<file path="config.mk">
export PLATFORM = sky130hd
export DESIGN_NAME = ysyx_25020047_mem_arbiter
export DESIGN_NICKNAME = d
export VERILOG_FILES = /design/src/rtl/ysyx_25020047_mem_arbiter.sv
export SDC_FILE = /design/constraint.sdc
export NUM_CORES = 1
export LEC_CHECK = 0
export BUFFER_PORTS_ARGS = -buffer_cell sky130_fd_sc_hd__buf_2
export CAP_MARGIN = 20
export CORE_MARGIN = 2
export CORE_UTILIZATION = 39
export CTS_BUF_LIST = sky130_fd_sc_hd__clkbuf_4 sky130_fd_sc_hd__clkbuf_8
export DETAILED_ROUTE_END_ITERATION = 16
export GPL_ROUTABILITY_DRIVEN = 1
export PLACE_DENSITY = 0.8
export SYNTH_ARGS = -nofsm -noshare
export SYNTH_HDL_FRONTEND = slang
export SYNTH_SLANG_ARGS = --single-unit
</file>
<file path="constraint.sdc">
create_clock -name clk -period 6.71 [get_ports clk]
set_input_delay 1.342 -clock clk [delete_from_list [all_inputs] [get_ports clk]]
set_output_delay 1.342 -clock clk [all_outputs]
set_load 0.05 [all_outputs]
</file>
<file path="src/rtl/ysyx_25020047_mem_arbiter.sv">
// rtl/ysyx_25020047_mem_arbiter.sv - shares the data-memory port between IFU fetches and LSU loads/stores
// One transaction in flight; a cycle counter turns a silent memory into an error response.
module ysyx_25020047_mem_arbiter #(
   parameter int ADDR_W  = 32,
   parameter int DATA_W  = 32,
   parameter int TIMEOUT = 255,
   parameter int RR      = 0
) (
   input  logic                clk,
   input  logic                rst,
   input  logic                ifu_req_valid,
   output logic                ifu_req_ready,
   input  logic [ADDR_W-1:0]   ifu_addr,
   output logic                ifu_resp_valid,
   output logic [DATA_W-1:0]   ifu_rdata,
   input  logic                lsu_req_valid,
   output logic                lsu_req_ready,
   input  logic                lsu_wen,
   input  logic [ADDR_W-1:0]   lsu_addr,
   input  logic [DATA_W-1:0]   lsu_wdata,
   input  logic [DATA_W/8-1:0] lsu_wmask,
   output logic                lsu_resp_valid,
   output logic [DATA_W-1:0]   lsu_rdata,
   output logic                resp_err,
   output logic                mem_req_valid,
   input  logic                mem_req_ready,
   output logic                mem_wen,
   output logic [ADDR_W-1:0]   mem_addr,
   output logic [DATA_W-1:0]   mem_wdata,
   output logic [DATA_W/8-1:0] mem_wmask,
   input  logic                mem_resp_valid,
   input  logic [DATA_W-1:0]   mem_rdata
);

   localparam int CNT_W = (TIMEOUT > 1) ? $clog2(TIMEOUT + 1) : 1;
   localparam logic [CNT_W-1:0] CNT_LAST = CNT_W'((TIMEOUT > 0) ? TIMEOUT - 1 : 0);
   localparam logic OWN_IFU = 1'b0;
   localparam logic OWN_LSU = 1'b1;

   typedef enum logic [1:0] {IDLE, REQ, WAIT, RESP} state_t;

   state_t            state;
   logic              owner;
   logic              last_grant;
   logic [CNT_W-1:0]  cnt;

   logic              grant_any;
   logic              grant_lsu;
   logic              timeout_hit;
   logic              finish;
   logic              fin_err;
   logic [DATA_W-1:0] fin_data;

   always_comb begin
      grant_any = ifu_req_valid | lsu_req_valid;
      if (ifu_req_valid & lsu_req_valid)
         grant_lsu = (RR == 0) ? 1'b1 : (last_grant == OWN_IFU);
      else
         grant_lsu = lsu_req_valid;
   end

   assign ifu_req_ready = (state == IDLE) & grant_any & ~grant_lsu;
   assign lsu_req_ready = (state == IDLE) & grant_lsu;

   // The counter reaches TIMEOUT-1 on the TIMEOUT-th cycle spent in REQ/WAIT.
   assign timeout_hit = (TIMEOUT > 0) && (cnt == CNT_LAST);

   // A real response wins over a coincident timeout; in REQ it only counts together with ready.
   always_comb begin
      finish   = 1'b0;
      fin_err  = 1'b0;
      fin_data = '0;
      if (state == REQ || state == WAIT) begin
         if (mem_resp_valid && (state == WAIT || mem_req_ready)) begin
            finish   = 1'b1;
            fin_data = mem_wen ? '0 : mem_rdata;
         end else if (timeout_hit) begin
            finish  = 1'b1;
            fin_err = 1'b1;
         end
      end
   end

   always_ff @(posedge clk or posedge rst) begin
      if (rst) begin
         state          <= IDLE;
         owner          <= OWN_IFU;
         last_grant     <= OWN_IFU;
         cnt            <= '0;
         mem_req_valid  <= 1'b0;
         mem_wen        <= 1'b0;
         mem_addr       <= '0;
         mem_wdata      <= '0;
         mem_wmask      <= '0;
         ifu_resp_valid <= 1'b0;
         lsu_resp_valid <= 1'b0;
         resp_err       <= 1'b0;
         ifu_rdata      <= '0;
         lsu_rdata      <= '0;
      end else begin
         ifu_resp_valid <= 1'b0;
         lsu_resp_valid <= 1'b0;
         resp_err       <= 1'b0;
         case (state)
            IDLE: begin
               if (grant_any) begin
                  owner         <= grant_lsu;
                  last_grant    <= grant_lsu;
                  cnt           <= '0;
                  mem_req_valid <= 1'b1;
                  if (grant_lsu) begin
                     mem_wen   <= lsu_wen;
                     mem_addr  <= lsu_addr;
                     mem_wdata <= lsu_wdata;
                     mem_wmask <= lsu_wmask;
                  end else begin
                     mem_wen   <= 1'b0;
                     mem_addr  <= ifu_addr;
                     mem_wdata <= '0;
                     mem_wmask <= '0;
                  end
                  state <= REQ;
               end
            end
            REQ, WAIT: begin
               cnt <= cnt + 1'b1;
               if (finish) begin
                  mem_req_valid <= 1'b0;
                  resp_err      <= fin_err;
                  if (owner == OWN_LSU) begin
                     lsu_resp_valid <= 1'b1;
                     lsu_rdata      <= fin_data;
                  end else begin
                     ifu_resp_valid <= 1'b1;
                     ifu_rdata      <= fin_data;
                  end
                  state <= RESP;
               end else if (state == REQ && mem_req_ready) begin
                  mem_req_valid <= 1'b0;
                  state         <= WAIT;
               end
            end
            RESP: begin
               state <= IDLE;
            end
            default: begin
               state <= IDLE;
            end
         endcase
      end
   end

endmodule

</file>
==> out/results.txt, run 1 <==
die height: 126 um
syn_nets: 566
final WL: 16300 um
# Max-Cap Violations: 0
Slew @ Worst Pin: 898 ps
RSZ-0062 raised after global routing: false
root buf cell: clkbuf_8
CP required: 5370 ps
clk buf depth: 2
worst r2r path cells: 8
reg2reg setup slack: 4080 ps
latest clock arrival within the worst-skew pair: 440 ps
static leakage: 4.08 nW
Worst setup endpoint: lsu_req_ready
Mean Syn Cell Area: 13.8 sq um
total CTS buffers: 17
crit path from: lsu_req_valid
pin count of the biggest net entering global routing: 77
# setup viols final: 0
Crit Path Category: in -> out
Congestion Overflow GR: 0
CP arrival: 2690 ps
Final Hold Viols: 0
first-pass GRT wire length: 25300 um
post-CTS sizing: 0
fin util: 53.1%
FF+latch count, synth: 148
Cell variety after synth: 40
Initial Util: 40.0%
number of global-route vias before repair: 4730
Placeable Area: 14500 sq um
nets: 836
worst min-delay path category: reg -> reg
post-route ant nets: 0
CP startpoint kind: input port
setup bufs post-CTS: 0
initial antenna violation count: 0
detailed-route DRC error count: 0
initial DRC count: 220
average vias per placed instance: 5.40
final period utilization: 60.1%
Mapped Cells: 421
GRT Total Usage: 20.4%
register area share after synthesis: 63.7%
RR Startpoint: state[0]$_DFFE_PP0P_
HPWL after DPL: 11600 um
Ports: 278
minimum clock period after layout: 4030 ps
die width: 126 um
Die ar.: 15900 sq um
H-tree levels: 4
max-slew violation total from the final report: 0
FF-to-FF End: mem_req_valid$_DFFE_PP0P_
status: finished, final reports clean
1st-pass router iterations: 4
Worst VDD drop: 0.352 mV
Syn. warnings: 0
Sink Count: 148
CTS Hold Bufs: 0
fmax: 248 MHz
# diodes: 0
Routability Congestion: 0.785
P per Cell Area: 622 nW/um^2
fraction of layout cells with a size suffix above 1: 46.8%
fill count: 1280
CTS tree: yes
worst-path maximum fanout: 40
Max-slew headroom: 40.1%
routed wire length per instance: 18.4 um
via count: 4790
Worst Skew: 13.4 ps
row count: 44
dpl cells: 855
Layout Cells excl Fill: 887
clk slew on worst S/H paths: 90 ps
setup total negative slack: 0 ps
synth-to-layout area growth: 32.7%
Synth Cell Area: 5810 sq um
Worst Setup End Kind: primary output
Port Buf Inserts: 277
## layout make-up
class | count | area, sq um | share of cell area, %
timing repair buffer | 288 | 1480 | 19.1
clock inverter | 14 | 120 | 1.56
sequential | 148 | 3700 | 48.0
multi-input combinational | 229 | 1920 | 24.9
inverter | 7 | 31.3 | 0.405
clock buffer | 17 | 234 | 3.03
tap | 184 | 230 | 2.98
## stage by stage
| step | power (W) | hold WS [ps] | setup WS, ps | instance area (sq um) |
|---|---|---|---|---|
| 3_3_place_gp | 0.00415 | 483 | 2700 | 7350 |
| 5_1_grt | 0.00504 | 517 | 2570 | 7720 |
| 6_report | 0.00480 | 503 | 2680 | 7720 |
| 3_5_place_dp | 0.00420 | 485 | 2690 | 7350 |
| 4_1_cts | 0.00484 | 508 | 2690 | 7700 |
| 2_1_floorplan | 0.00354 | 486 | 1390 | 5810 |
## power breakdown
part           switching, W  internal, W
registers          0.000240      0.00129
clock network      0.000363     0.000265
logic               0.00192     0.000718
## cell usage in the layout, fill, tap and decap left out, types with 3 or more instances in the layout
cell,synthesis,final
nand2_1,3,3
ha_1,6,6
dfrtp_1,148,148
xnor2_1,6,6
o21ai_0,4,4
clkbuf_8,0,17
nand3_1,3,3
buf_4,0,10
clkinvlp_4,0,5
nor2_1,10,10
inv_8,0,3
buf_2,15,277
inv_6,0,6
inv_1,6,5
a22o_1,163,163
## sequential cells by signal (all words and copies together) (netlist names)
name            flops
mem_req_valid       1
mem_wmask           4
lsu_resp_valid      1
mem_addr           32
mem_wen             1
ifu_rdata          32
owner               1
ifu_resp_valid      1
cnt                 8
mem_wdata          32
lsu_rdata          32
state               2
resp_err            1
## how the worst min path moves through the flow
stage / start / depth (start not counted) / endpoint
after global placement: ifu_rdata[31]$_DFFE_PP0P_ / 1 / ifu_rdata[31]$_DFFE_PP0P_
after CTS: lsu_rdata[21]$_DFFE_PP0P_ / 1 / lsu_rdata[21]$_DFFE_PP0P_
final: mem_wdata[5]$_DFFE_PP0P_ / 1 / mem_wdata[5]$_DFFE_PP0P_
after global routing: mem_wdata[0]$_DFFE_PP0P_ / 1 / mem_wdata[0]$_DFFE_PP0P_
after detailed placement: mem_wdata[23]$_DFFE_PP0P_ / 1 / mem_wdata[23]$_DFFE_PP0P_
after floorplan: cnt[0]$_DFFE_PP0P_ / 1 / cnt[0]$_DFFE_PP0P_
## routing by layer
layer	up-vias	track usage (%)	share of wire [%]	routed length [um]
li1	2173	-	-	-
met1	2363	25.4	41	6760
met2	242	34.9	50	8220
met3	12	5.95	7.4	1200
met4	0	5.62	0.82	134
met5	-	0	0	0
## synthesized netlist by cell type
master,number,area (sq um)
inv_2,1,3.75
or2_2,1,6.26
nor4b_1,1,8.76
nor3_1,2,10.0
clkbuf_1,19,71.3
o21ai_1,2,10.0
nor4_2,1,12.5
nand3_1,3,15.0
a22o_1,163,1430
nor4b_4,1,23.8
o21ai_4,1,16.3
o22ai_1,1,6.26
xnor2_1,6,52.6
o22a_1,2,17.5
a21o_1,1,7.51
dfrtp_1,148,3700
nor2b_1,3,18.8
o21ai_0,4,20.0
a21oi_1,1,5.00
and2_1,1,6.26
a221o_1,1,10.0
o21a_1,1,7.51
nor2_2,1,6.26
nor2_1,10,37.5
nor3b_1,2,15.0
buf_2,15,75.1
buf_6,1,11.3
ha_1,6,75.1
o21ai_2,1,8.76
nand4_1,2,12.5
or3_1,1,6.26
nand2_1,3,11.3
nor4_1,2,12.5
nor4_4,1,21.3
a31oi_1,1,6.26
o211a_1,1,10.0
a21boi_0,1,7.51
buf_1,2,7.51
inv_1,6,22.5
nand2b_1,1,6.26
## worst max-delay path, cell delays in order
cell and delay, ps:
buf_2 80, buf_4 340, and2_1 180, buf_4 370, buf_2 350
## cells by family (layout without fill, tap and decap cells)
group | after synthesis | in the layout | share of synthesized area, %
xor+xnor | 6 | 6 | 0.904
flops | 148 | 148 | 63.7
compound gates | 181 | 181 | 26.8
buf+inv | 44 | 326 | 3.29
fa+ha+maj | 6 | 6 | 1.29
simple gates | 36 | 36 | 3.96
No activity file was read; power rests on OpenSTA's default activity.
==> run 2, diff against run 1 <==
clock period = 4.2 ns   (was 6.71 ns; I/O delays follow)
==> out/results.txt, run 2 (synthesized netlist as in run 1, its figures left out) <==
Crit Path Category: reg -> out
CP peak stage delay: 600 ps (+230 ps)
status: finished, final reports clean
Initial Util: 40.0% (unchanged)
minimum clock period after layout: 2940 ps
Port Buf Inserts: 277 (unchanged)
root buf cell: clkbuf_8
1st-pass router iterations: 4 (unchanged)
GRT Total Usage: 19.2% (-1.2 points)
Net Sw Frac: 52.2% (-0.38 points)
CTS Hold Bufs: 0 (unchanged)
detailed-route DRC error count: 0 (unchanged)
Placeable Area: 14500 sq um (unchanged)
RSZ-0062 raised after global routing: false
setup total negative slack: 0 ps (unchanged)
Worst path depth: 4 (-1)
setup bufs post-CTS: 0 (unchanged)
routed wire length per instance: 17.1 um (-7.0%)
internal power: 0.00367 W (+61%)
final period utilization: 70.0%
critical path, cell by cell: inv_1 -> ha_1 -> and2_1 -> buf_2
Worst Skew: 9.08 ps (-4.35 ps)
final WL: 15200 um (-6.8%)
initial DRC count: 261 (+19%)
Die ar.: 15900 sq um (unchanged)
CP startpoint kind: register
cell family with most CP delay: adder cells
die height: 126 um (unchanged)
max-slew violation total from the final report: 0 (unchanged)
Sink Count: 148 (unchanged)
HPWL after DPL: 10700 um (-7.3%)
most frequent cells in the layout: buf_2, a22o_1, dfrtp_1
commonest non-fill, non-tap cell in the layout: buf_2
post-CTS sizing: 0 (unchanged)
Seq pwr share: 31.9% (about the same)
CP arrival: 2100 ps (-590 ps)
CP required: 3360 ps (-2010 ps)
latest clock arrival within the worst-skew pair: 440 ps (about the same)
Comb pwr share: 54.5% (-0.5 points)
die width: 126 um (unchanged)
post-route ant nets: 0 (unchanged)
fmax: 340 MHz
first-pass GRT wire length: 24500 um (-3.3%)
row count: 44 (unchanged)
Slew @ Worst Pin: 728 ps (-170 ps)
worst-path maximum fanout: 15 (-63%)
clk slew on worst S/H paths: 90 ps (about the same)
Worst Setup End Kind: primary output
worst r2r path cells: 7 (-1)
CTS tree: yes
Ports: 278 (unchanged)
number of global-route vias before repair: 4691 (-0.82%)
# Max-Cap Violations: 0 (unchanged)
via count: 4729 (-1.3%)
initial antenna violation count: 0 (unchanged)
H-tree levels: 4 (unchanged)
static leakage: 4.12 nW (+0.87%)
synth-to-layout area growth: 33.6%
fraction of layout cells with a size suffix above 1: 47.0% (+0.15 points)
P per Cell Area: 989 nW/um^2 (+59%)
CP max-delay cell: ha_1
pin count of the biggest net entering global routing: 79 (+2.6%)
nets: 837 (+0.12%)
total CTS buffers: 17 (unchanged)
clk buf depth: 2 (unchanged)
Buf/Inv on CP: 2 (-2)
Final Hold Viols: 0 (unchanged)
Routability Congestion: 0.783 (-0.27%)
# diodes: 0 (unchanged)
Worst VDD drop: 0.645 mV (+83%)
Clock power frac: 13.6% (+0.5 points)
worst min-delay path category: in -> async
Max-slew headroom: 51.5% (+11 points)
P_sw: 0.00401 W (+59%)
average vias per placed instance: 5.32 (-1.5%)
WHS: 281 ps (-222 ps)
# setup viols final: 0 (unchanged)
Congestion Overflow GR: 0 (unchanged)
[run 2: cell count changes in the layout (fill, tap and decap cells not counted)]
cell,delta
clkinv_4,+1
buf_4,-1
clkinvlp_4,-3
clkbuf_8,+1
inv_8,+1
buf_12,+2
inv_6,+1
[run 2: per-layer routing]
layer	vias up	track usage [%]	share of wire, %
met4	0	7.24	2.4
met3	29	5.31	7.9
li1	2169	-	-
met1	2291	23.9	41
met5	-	0	0
met2	240	32.2	48
[run 2: cell type report]
type                            instances  area [sq um]
Clock buffer                           18           248
Sequential cell                       148          3700
Inverter                                7          30.0
Fill cell                            1257          6770
Clock inverter                         14           128
Tap cell                              184           230
Multi-Input combinational cell        229          1920
Timing Repair Buffer                  289          1510
[run 2: worst paths after layout]
check | startpoint | endpoint | slack [ps]
worst max-delay path | state[0]$_DFFE_PP0P_ | lsu_req_ready | 1260
worst min-delay path | rst | lsu_rdata[17]$_DFFE_PP0P_ | 280
worst max register to register | state[0]$_DFFE_PP0P_ | mem_req_valid$_DFFE_PP0P_ | 1600
worst min register to register | mem_wdata[30]$_DFFE_PP0P_ | mem_wdata[30]$_DFFE_PP0P_ | 510
max in group asynchronous | rst | mem_addr[13]$_DFFE_PP0P_ | 3010
min in group clk | mem_wdata[30]$_DFFE_PP0P_ | mem_wdata[30]$_DFFE_PP0P_ | 510
[run 2: worst register-to-register path: cells and delay by family (launching register included)]
kind / cells / cell delay, ps
AOI/OAI and AO/OA: 2 / 330
DFF: 1 / 380
and+or+nand+nor: 2 / 650
buffers and inverters: 2 / 700
adders and majority gates: 1 / 440
[run 2: power groups by stage]
| stage | Clock [W] | Sequential (W) | Combinational, W |
|---|---|---|---|
| 4_1_cts | 0.00108 | 0.00245 | 0.00422 |
| 5_1_grt | 0.00115 | 0.00253 | 0.00439 |
| 3_3_place_gp | 0 | 0.00245 | 0.00416 |
| 6_report | 0.00104 | 0.00245 | 0.00419 |
| 3_5_place_dp | 0 | 0.00246 | 0.00422 |
| 2_1_floorplan | 0 | 0.00448 | 0.00118 |
[run 2: through the flow]
stage               setup WS (ps)  utilization (%)  area (sq um)  instances  power (W)
floorplan                    1380                -          5820        421    0.00566
global placement             1320             50.6          7360        855    0.00661
detailed placement           1270             50.6          7360        855    0.00668
CTS                          1200             53.2          7730        887    0.00774
global route                 1150             53.5          7770        889    0.00807
finish                       1260             53.5          7770        889    0.00768
